**src/rtl/gpp_rx_buffer.sv**
```systemverilog
// gpp_rx_buffer
// Receive-side buffer between the photonic network interface and the GPP.
// Network words and their end-of-packet bit go into a first-word-fall-through
// FIFO. The head word is presented to the GPP, and the buffer counts how many
// complete packets it holds.
// Optional feature macro: GPP_RX_DROP_COUNT_EN. When it is defined, the buffer
// keeps a saturating drop counter and a sticky overflow flag. When it is not
// defined, both outputs are tied to zero.

module gpp_rx_buffer #(
    parameter int DEPTH = 8,
    parameter int WIDTH = 16
) (
    input  logic                     clk,
    input  logic                     rst,
    input  logic [WIDTH-1:0]         net_data,
    input  logic                     net_last,
    input  logic                     net_valid,
    output logic                     net_ready,
    input  logic                     enable_rtr,
    input  logic                     gpp_rtr_dp,
    output logic [WIDTH-1:0]         RAM_rx_data_out,
    output logic                     rx_last,
    output logic                     data_rx_flag,
    output logic                     gpp_trf_cp,
    output logic [$clog2(DEPTH):0]   rx_count,
    output logic [7:0]               drop_count,
    output logic                     overflow,
    input  logic                     drop_clear
);

    localparam int AW = $clog2(DEPTH);
    localparam int CW = AW + 1;

    logic [WIDTH:0]  r_mem [DEPTH];
    logic [AW-1:0]   r_wrPtr;
    logic [AW-1:0]   r_rdPtr;
    logic [CW-1:0]   r_rxCount;
    logic [CW-1:0]   r_pktCount;

    logic            w_full;
    logic            w_empty;
    logic            w_push;
    logic            w_pop;
    logic            w_drop;
    logic            w_headLast;

    // The push and drop decisions use the pre-edge full flag, so a pop in
    // the same cycle never frees space for the incoming word.
    assign w_full     = (r_rxCount == CW'(DEPTH));
    assign w_empty    = (r_rxCount == '0);
    assign w_push     = net_valid && enable_rtr && !w_full;
    assign w_drop     = net_valid && (!enable_rtr || w_full);
    assign w_pop      = gpp_rtr_dp && !w_empty;
    assign w_headLast = r_mem[r_rdPtr][WIDTH];

    assign net_ready       = enable_rtr && !w_full;
    assign RAM_rx_data_out = r_mem[r_rdPtr][WIDTH-1:0];
    assign rx_last         = w_headLast;
    assign data_rx_flag    = !w_empty;
    assign gpp_trf_cp      = (r_pktCount != '0);
    assign rx_count        = r_rxCount;

    // Store each accepted word together with its last flag. The array is
    // intentionally left unreset because the pointers define what is valid.
    always_ff @(posedge clk) begin
        if (w_push) begin
            r_mem[r_wrPtr] <= {net_last, net_data};
        end
    end

    // Advance the write and read pointers. Both wrap modulo DEPTH.
    always_ff @(posedge clk) begin
        if (rst) begin
            r_wrPtr <= '0;
            r_rdPtr <= '0;
        end else begin
            if (w_push) begin
                r_wrPtr <= r_wrPtr + 1'b1;
            end
            if (w_pop) begin
                r_rdPtr <= r_rdPtr + 1'b1;
            end
        end
    end

    // Track the word occupancy. A simultaneous push and pop cancel out.
    always_ff @(posedge clk) begin
        if (rst) begin
            r_rxCount <= '0;
        end else if (w_push && !w_pop) begin
            r_rxCount <= r_rxCount + 1'b1;
        end else if (w_pop && !w_push) begin
            r_rxCount <= r_rxCount - 1'b1;
        end
    end

    // Count complete packets. A packet is added when its last word is pushed
    // and removed when that last word is popped.
    always_ff @(posedge clk) begin
        if (rst) begin
            r_pktCount <= '0;
        end else begin
            case ({w_push && net_last, w_pop && w_headLast})
                2'b10:   r_pktCount <= r_pktCount + 1'b1;
                2'b01:   r_pktCount <= r_pktCount - 1'b1;
                default: r_pktCount <= r_pktCount;
            endcase
        end
    end

`ifdef GPP_RX_DROP_COUNT_EN
    logic [7:0] r_dropCount;
    logic       r_overflow;

    // Count dropped words, saturating at 255. A drop that coincides with a
    // clear counts as the first drop after the clear.
    always_ff @(posedge clk) begin
        if (rst) begin
            r_dropCount <= '0;
            r_overflow  <= 1'b0;
        end else if (drop_clear) begin
            r_dropCount <= w_drop ? 8'd1 : 8'd0;
            r_overflow  <= w_drop;
        end else if (w_drop) begin
            if (r_dropCount != 8'hFF) begin
                r_dropCount <= r_dropCount + 8'd1;
            end
            r_overflow <= 1'b1;
        end
    end

    assign drop_count = r_dropCount;
    assign overflow   = r_overflow;
`else
    logic w_unusedDrop;

    assign w_unusedDrop = drop_clear ^ w_drop;
    assign drop_count   = 8'd0;
    assign overflow     = 1'b0;
`endif

endmodule

```
**config.mk**
```make
export PLATFORM = sky130hd
export DESIGN_NAME = gpp_rx_buffer
export DESIGN_NICKNAME = d
export VERILOG_FILES = /design/src/rtl/gpp_rx_buffer.sv
export SDC_FILE = /design/constraint.sdc
export NUM_CORES = 1
export LEC_CHECK = 0
export CAP_MARGIN = 0
export CORE_UTILIZATION = 30
export DETAILED_ROUTE_END_ITERATION = 8
export GPL_TIMING_DRIVEN = 0
export PLACE_DENSITY = 0.54
export SETUP_SLACK_MARGIN = 0.2
export SLEW_MARGIN = 20
export SYNTH_ARGS = -nofsm -noshare
export SYNTH_HDL_FRONTEND = slang
export SYNTH_SLANG_ARGS = --single-unit
```
**constraint.sdc**
```tcl
create_clock -name clk -period 7 [get_ports clk]
set_input_delay 1.05 -clock clk [delete_from_list [all_inputs] [get_ports clk]]
set_output_delay 1.05 -clock clk [all_outputs]
set_load 0.05 [all_outputs]
```
==> results of run 1 <==
==> cell families after synthesis <==
group	after synthesis	synth area share, %
fa+ha+maj	10	2.30
flops	153	72.7
other cells	1	0.0616
buf+inv	26	2.71
compound gates	11	1.01
mux	54	16.2
xor+xnor	8	1.15
simple gates	46	3.84
==> sequential cells by signal, indices dropped and copies added (netlist names), named ones only <==
register / count
rx_count: 4
r_rdPtr: 3
r_wrPtr: 3
r_mem: 136
r_pktCount: 4
==> metal layers <==
| metal | global-route usage (%) | up-vias | part of all wire, % |
|---|---|---|---|
| met1 | 14.7 | 1538 | 43 |
| met3 | 3.54 | 14 | 4.1 |
| met5 | 0 | - | 0.12 |
| met4 | 4.16 | 2 | 1.0 |
| li1 | - | 1385 | - |
| met2 | 21.3 | 62 | 52 |
==> area by class of cell <==
class | instances | area share (%)
clock inverter | 15 | 2.04
tap | 265 | 4.36
inverter | 5 | 0.280
sequential | 153 | 58.2
timing repair buffer | 56 | 6.94
clock buffer | 17 | 5.59
multi-input combinational | 138 | 20.7
buffer | 21 | 1.89
==> cells in the mapped netlist, types with 2 or more instances <==
| cell | instances |
|---|---|
| sky130_fd_sc_hd__a21oi_1 | 8 |
| sky130_fd_sc_hd__buf_2 | 3 |
| sky130_fd_sc_hd__buf_4 | 10 |
| sky130_fd_sc_hd__buf_6 | 3 |
| sky130_fd_sc_hd__clkbuf_1 | 3 |
| sky130_fd_sc_hd__dfxtp_1 | 17 |
| sky130_fd_sc_hd__edfxtp_1 | 136 |
| sky130_fd_sc_hd__fa_1 | 2 |
| sky130_fd_sc_hd__ha_1 | 8 |
| sky130_fd_sc_hd__inv_1 | 4 |
| sky130_fd_sc_hd__mux2_2 | 18 |
| sky130_fd_sc_hd__mux2i_1 | 2 |
| sky130_fd_sc_hd__mux4_2 | 34 |
| sky130_fd_sc_hd__nand2_1 | 5 |
| sky130_fd_sc_hd__nand2b_1 | 2 |
| sky130_fd_sc_hd__nand3_1 | 4 |
| sky130_fd_sc_hd__nor2_1 | 20 |
| sky130_fd_sc_hd__nor2b_1 | 2 |
| sky130_fd_sc_hd__nor3_1 | 4 |
| sky130_fd_sc_hd__or4_1 | 2 |
| sky130_fd_sc_hd__xnor2_1 | 2 |
| sky130_fd_sc_hd__xor2_1 | 6 |
==> layout by cell type (no fill, tap or decap), types with 4 or more instances in the layout <==
cell / count
sky130_fd_sc_hd__conb_1: 9
sky130_fd_sc_hd__nor3_2: 4
sky130_fd_sc_hd__buf_4: 19
sky130_fd_sc_hd__inv_1: 4
sky130_fd_sc_hd__xor2_1: 6
sky130_fd_sc_hd__nor2_1: 17
sky130_fd_sc_hd__mux4_2: 34
sky130_fd_sc_hd__dfxtp_1: 17
sky130_fd_sc_hd__a21oi_1: 8
sky130_fd_sc_hd__clkbuf_16: 17
sky130_fd_sc_hd__inv_6: 6
sky130_fd_sc_hd__edfxtp_1: 136
sky130_fd_sc_hd__ha_1: 8
sky130_fd_sc_hd__mux2_2: 18
sky130_fd_sc_hd__nand3_1: 4
sky130_fd_sc_hd__nand2_1: 5
sky130_fd_sc_hd__clkdlybuf4s50_1: 45
sky130_fd_sc_hd__buf_2: 5
==> stage by stage <==
stage          util, %  std cells  total power (W)  setup WS, ps
3_3_place_gp      35.1        627          0.00177          1500
2_1_floorplan        -        317          0.00159          3510
6_report          38.7        670          0.00265          3180
5_1_grt           38.7        670          0.00275          3040
4_1_cts           38.7        670          0.00268          3130
3_5_place_dp      35.7        638          0.00179          3350
==> tightest hold or removal path: cells and delay by family (launching register included) <==
kind           cells  cell delay [ps]
AO/OA/AOI/OAI      2              120
flip-flops         1              320
==> how the worst max path moves through the flow <==
| stage | cells past startpoint | slack (ps) | start | endpoint |
|---|---|---|---|---|
| after floorplan | 3 | 3510 | enable_rtr | r_mem[0][0]$_DFFE_PP_ |
| after global placement | 4 | 1500 | enable_rtr | r_mem[0][6]$_DFFE_PP_ |
| after detailed placement | 8 | 3350 | enable_rtr | r_mem[4][6]$_DFFE_PP_ |
| after CTS | 5 | 3130 | flip-flop | RAM_rx_data_out[2] |
| after global routing | 5 | 3040 | flip-flop | RAM_rx_data_out[9] |
| final | 5 | 3180 | flip-flop | RAM_rx_data_out[2] |
==> power by group <==
part,internal (W),leakage [nW],switching [W],total (W)
registers,0.00103,1.37,0.0000270,0.00106
logic,0.000296,0.837,0.000404,0.000700
clock network,0.000504,0.285,0.000386,0.000890
total,0.00183,2.49,0.000818,0.00265
==> results.txt, run 1 <==
- Hold Buf Count CTS: 0
- The detailed router placed 3,001 vias in this run.
* GRT Total Usage: 12.3%
- Final number of hold-violating endpoints: 0
- For this run, the leading register cell type out of synthesis is sky130_fd_sc_hd__edfxtp_1.
- Data on the critical path arrives at its endpoint at 2770 ps.
- Post-synth EDFFs: 136
- Die area: 0.0209 sq mm
- Summed over all cells, the static leakage comes to 2.49 nW.
- Number of clock buffers inserted by TritonCTS: 17
* Worst hold slack: 489 ps
- The H-tree generated during clock tree synthesis spans 4 levels.
- Across the VDD grid, the largest voltage drop is 0.000258 V.
* Worst-case clock buffer depth: 2
* Setup Viol. Count Final: 0
- The synthesized design contains 153 register bits.
* Final slew viol count: 0
* Relative slew slack: 47.7%
* Run status: finished, final reports clean
- In the final layout, the share of cells above drive strength 1 is 30.6%.
* Post CTS Setup Buffer Count: 0
- Measured along the x axis, the die boundary spans 144 microns.
- The largest single stage delay on the critical path is 710 ps.
* Worst path bufs/invs: 3
- Share of the yosys chip area belonging to registers: 72.7%
* Worst-path clk slew: 60 ps
- The worst hold path terminates at r_pktCount[3]$_SDFFE_PP0P_.
- Pwr per Cell Area: 348 mW/mm^2
- Critical path's slowest cell: sky130_fd_sc_hd__clkdlybuf4s50_1
- After legalization and detailed placement, the total HPWL measured 7.83 mm.
* Capture instance of the worst register-to-register path: r_pktCount[3]$_SDFFE_PP0P_
- The initial utilization of the core area, before any placement, comes to 31.0%.
- Final routed wirelength across all metal layers: 11.8 mm
- Kind of cell with the highest combined delay on the critical path: buffers and inverters
- In this run the most critical hold path is launched from r_pktCount[3]$_SDFFE_PP0P_.
* Starting DRT DRC Count: 150
* Total clock sinks: 153
- The filler cells instantiated in the layout total 1,860.
* CTS tree: yes
* Wire length of the first global-routing pass: 18.0 mm
- Summing all multi-input logic gate instances after layout gives 0.00158 sq mm.
- Setup tns final: 0 ps
- The number of antenna violations at the first check in global routing is 1.
- Dividing the detail-routed via count by the number of cells gives 4.48.
- Number of cells on the worst reg-to-reg path: 10
- Summed instance area of the synthesized netlist: 0.00609 sq mm
- Area of all placed cells without fillers: 0.00761 sq mm
- Final worst-path cycle share: 54.6%
* Core area: 0.0197 sq mm
- Nets: 425
- Clock tree root driver cell: sky130_fd_sc_hd__clkbuf_16
* Detailed Routing Iterations Pass 1: 4
- Port buffering added 45 buffers.
- For flop-to-flop paths, the worst setup slack is 4000 ps.
- The tightest min-delay check is of the flip-flop to flip-flop type.
- Floorplan row count: 51
- In this run, distinct cell masters in the synthesized netlist total 36.
- In the final routed layout, each cell accounts on average for 17.6 microns.
* Main area contributors after synthesis: sky130_fd_sc_hd__edfxtp_1, sky130_fd_sc_hd__mux4_2, sky130_fd_sc_hd__dfxtp_1
* Synth async-reset ratio: 0%
- Peak clock frequency supported by timing: 262 MHz
- Once placement finished, the instance area stood at 0.00703 sq mm.
* Largest net degree at the start of global routing: 18
- PostCTS Resize Cnt: 0
* Setup repair after global routing missed its margin: no
- Clock latency of the later-clocked register in the worst-skew pair: 420 ps
- Traced cell by cell, the critical path runs through clkbuf_1, buf_2, mux4_2, mux2_2, clkdlybuf4s50_1.
* Vias in the first global route: 3,188
- The congestion estimate from routability-driven global placement came to 0.724.
- Total gr overflow: 0
* Largest fanout of any net on the critical path: 10
- The top cell type by area accounts for 67.1% of the synthesized area.
- Yosys warns: 0
* Min Clock Period, post-route: 3820 ps
- Slew at the pin with the worst max-slew slack: 781 ps
- The worst setup path is of the flip-flop to primary output kind.
- Max-capacitance violation count: 0
- After technology mapping, the gate count stands at 309.
- The sequential cells in the finished layout cover a total of 0.00442 sq mm.
* Nature of the critical path startpoint: flip-flop
- 56 I/O pins were placed.
* Antenna-violating nets left: 0
* Post-synthesis area per instance: 19.7 sq um
* Number of cells traversed by the worst hold path: 2
* Die Span Y: 144 microns
- For this run, design rule violations remaining after detail routing come to 0.
- STA classifies the critical path endpoint as a primary output.
- Cell type with the highest aggregate area in the netlist: sky130_fd_sc_hd__edfxtp_1
- Required time worst endpoint: 5950 ps
- Number of diodes added for antenna fixing: 0
- Setup Skew: 9.92 ps
* Synth-to-Final Area Change: 25.0%
No activity file was read; power rests on OpenSTA's default activity.
==> run 2: changes to the inputs <==
- PLACE_DENSITY: 0.54 -> 0.56
- clock period: 7 -> 3.16 ns (I/O delays scaled with it)
==> run 2 against run 1 <==
  * Count of clock-buffer cells in the layout grew 1
  * Sequential share of layout area is 0.67 points lower
  * Die area is the same
  * Global-route usage down 0.28 points
  * Via count is 1.1% lower
  * Clock power grew 140%
  * Worst setup slack got worse by 2900 ps
  * Sequential power is 120% higher
  * Core utilization increased by 0.47 points
  * Critical endpoint is now rx_last
  * Largest power group unchanged
==> results.txt, run 2 (synthesis gave the netlist of run 1 again) <==
* Run status: finished, final reports clean (unchanged)
* Number of clock buffers inserted by TritonCTS: 17 (unchanged)
- The number of levels the H-tree was split into is 4 (unchanged).
* Max reg flops: 136 (unchanged)
* Effective utilization at floorplan: 31.0% (unchanged)
- The final number of setup-violating endpoints is 0 (unchanged).
* Max-capacitance violation count: 0 (unchanged)
* Setup tns final: 0 ps (unchanged)
* Die Span Y: 144 microns (unchanged)
- Worst-case vdd ir drop: 0.000547 V (was 0.000258 V)
- Clock tree root driver cell: sky130_fd_sc_hd__clkbuf_16 (unchanged)
* Sink of the worst hold path: r_pktCount[3]$_SDFFE_PP0P_ (unchanged)
- Synth-to-Final Area Change: 26.5% (was 25.0%)
- Register area: 0.00443 sq mm (was 0.00442 sq mm)
- Die area: 0.0209 sq mm (unchanged)
- Worst-path clk slew: 60 ps (about the same)
* Setup repair after global routing missed its margin: yes (was no)
- Post-Route Utilization: 39.2% (was 38.7%)
- Nature of the critical path startpoint: flip-flop (unchanged)
- Vias after detailed routing: 2,967 (was 3,001)
- Number of cells on the worst reg-to-reg path: 10 (unchanged)
* Min Clock Period, post-route: 2890 ps
- The detailed-route wire length per cell was 17.2 microns (was 17.6 microns).
- The clock tree buffer depth was 2 (unchanged).
- The most frequent standard cell in the layout excluding fill and tap cells is sky130_fd_sc_hd__edfxtp_1 (unchanged).
- The maximum clock skew at final layout was 8.22 ps (was 9.92 ps).
* Critical path arrival: 2410 ps (was 2770 ps)
- The final count of pins violating max slew came to 0 (unchanged).
- The slew of the pin with the lowest slew margin is 670 ps (was 781 ps).
- Detailed Routing Iterations Pass 1: 4 (unchanged)
- The global-route congestion overflow total came to 0 (unchanged).
* Largest fanout of any net on the critical path: 7 (was 10)
- Capture instance of the worst register-to-register path: r_pktCount[3]$_SDFFE_PP0P_ (unchanged)
- The post-detailed-route count of antenna-violating nets is 0 (unchanged).
* Clock latency of the later-clocked register in the worst-skew pair: 410 ps (was 420 ps)
- The violation count after the first detailed-route iteration is 157 (was 150).
- The flop-to-flop setup slack is 330 ps (was 4000 ps).
- Portion of total power attributed to sequential cells: 39.3% (was 40.0%)
- The power share of the clock group came to 35.1% (was 33.6%).
* Vias in the first global route: 3,079 (was 3,188)
- The number of antenna violations at the first check in global routing is 0 (was 1).
- The worst endpoint required time is 2690 ps (was 5950 ps).
- The internal power came to 0.00425 W (was 0.00183 W).
* Nets: 425 (unchanged)
* Relative slew slack: 55.3% (was 47.7%)
- Avg Vias per Cell: 4.43 (was 4.48)
* Peak clock frequency supported by timing: 346 MHz
- Of the available clock period, the critical path in the final layout requires 91.4%.
- Highest-count cells in the layout ignoring fill and taps: sky130_fd_sc_hd__edfxtp_1, sky130_fd_sc_hd__mux4_2, sky130_fd_sc_hd__clkdlybuf4s50_1 (was sky130_fd_sc_hd__edfxtp_1, sky130_fd_sc_hd__clkdlybuf4s50_1, sky130_fd_sc_hd__mux4_2).
- Register ranked first by flip-flop count: r_mem (unchanged)
* Total clock sinks: 153 (unchanged)
- Final number of hold-violating endpoints: 0 (unchanged)
* Hold_sp: r_pktCount[3]$_SDFFE_PP0P_ (unchanged)
* Switching part of the total: 29.2% (was 30.9%)
- Fill cell total of the finished layout: 1,823 (was 1,860)
* Residual DRC count: 0 (unchanged)
- Total power after layout: 0.00600 W (was 0.00265 W)
* Area of the multi-input gates: 0.00161 sq mm (was 0.00158 sq mm)
* Critical path class: flip-flop to primary output (unchanged)
- Fraction of final layout cells sized beyond drive strength 1: 32.1% (was 30.6%)
- Hold Crit Class: flip-flop to flip-flop (unchanged)
- Core area: 0.0197 sq mm (unchanged)
- The overall routed net length came to 11.5 mm (was 11.8 mm).
- Wire length of the first global-routing pass: 17.6 mm (was 18.0 mm)
- CTS tree: yes (unchanged)
- The power per cell area was 779 mW/mm^2 (was 348 mW/mm^2).
- The number of buffers added on ports was 45 (unchanged).
- The width of the die came to 144 microns (unchanged).
* Sum of net half-perimeters after detailed placement: 7.68 mm (was 7.83 mm)
* Net switching power: 0.00175 W (was 0.000818 W)
- The kind of end point of the critical path was a primary output (unchanged).
* Combinational group share of total power: 25.6% (was 26.4%)
- Floorplan row count: 51 (unchanged)
- Leakage power: 2.53 nW (was 2.49 nW)
- Number of cells traversed by the worst hold path: 2 (unchanged)
- The number of primary I/O pins is 56 (unchanged).
- GRT Total Usage: 12.1% (was 12.3%)
* Weighted congestion at the end of routability-driven global placement: 0.737 (was 0.724)
* Largest net degree at the start of global routing: 18 (unchanged)
* Number of diodes added for antenna fixing: 0 (unchanged)
-- run 2: cell count changes in the layout (fill, tap and decap cells not counted), moves of 3 or more --
cell,before,now
sky130_fd_sc_hd__bufinv_16,1,4
sky130_fd_sc_hd__inv_8,3,0
sky130_fd_sc_hd__buf_2,5,1
sky130_fd_sc_hd__clkdlybuf4s50_1,45,29
sky130_fd_sc_hd__dlygate4sd2_1,0,16
-- run 2: through the flow --
stage | area [sq um] | instances | hold slack, ps | worst slack (ps)
after detailed placement | 7050 | 637 | 479 | 199
after global placement | 6910 | 627 | 463 | -950
final | 7700 | 670 | 490 | 271
after floorplan | 6130 | 317 | 442 | 223
after CTS | 7670 | 669 | 485 | 208
after global routing | 7700 | 670 | 512 | 191
-- run 2: worst max path at each step --
stage | from | endpoint | cells after the start
6_report | flip-flop | rx_last | 4
5_1_grt | flip-flop | r_pktCount[3]$_SDFFE_PP0P_ | 10
4_1_cts | flip-flop | r_pktCount[3]$_SDFFE_PP0P_ | 10
3_5_place_dp | flip-flop | r_pktCount[3]$_SDFFE_PP0P_ | 10
3_3_place_gp | enable_rtr | r_mem[3][8]$_DFFE_PP_ | 4
2_1_floorplan | rx_count[0]$_SDFFE_PP0P_ | r_mem[1][0]$_DFFE_PP_ | 4
-- run 2: critical path: stages (launching register included) --
cell	delay [ps]
sky130_fd_sc_hd__dfxtp_1	330
sky130_fd_sc_hd__buf_6	150
sky130_fd_sc_hd__mux4_2	500
sky130_fd_sc_hd__mux2_2	310
sky130_fd_sc_hd__clkdlybuf4s50_1	710
-- run 2: power groups by stage --
stage               clock, W  combinational (W)  sequential (W)
finish               0.00211            0.00153         0.00236
CTS                  0.00215            0.00154         0.00235
detailed placement         0            0.00157         0.00239
global placement           0            0.00154         0.00239
global route         0.00223            0.00165         0.00237
floorplan                  0            0.00108         0.00243
-- run 2: per-layer routing --
metal	vias to the layer above	part of all wire [%]	track usage (%)
li1	1382	-	-
met1	1501	43	15.2
met2	80	49	19.5
met3	4	6.9	4.01
met4	0	0.60	3.99
met5	-	0	0
-- run 2: cell type report --
cell class	count	share of cell area, %
Clock buffer	18	5.57
Inverter	5	0.276
Multi-Input combinational cell	138	20.9
Sequential cell	153	57.5
Buffer	21	2.05
Timing Repair Buffer	56	6.86
Clock inverter	14	2.49
Tap cell	265	4.31
-- run 2: what timing repair did --
item                                    in CTS  in global routing
hold buffers                                 0                  0
pin swaps                                    0                  0
endpoints found under the setup margin      17                  3
endpoints found under the hold margin        0                  0
resized for setup                           23                  5
buffers inserted                             0                  1
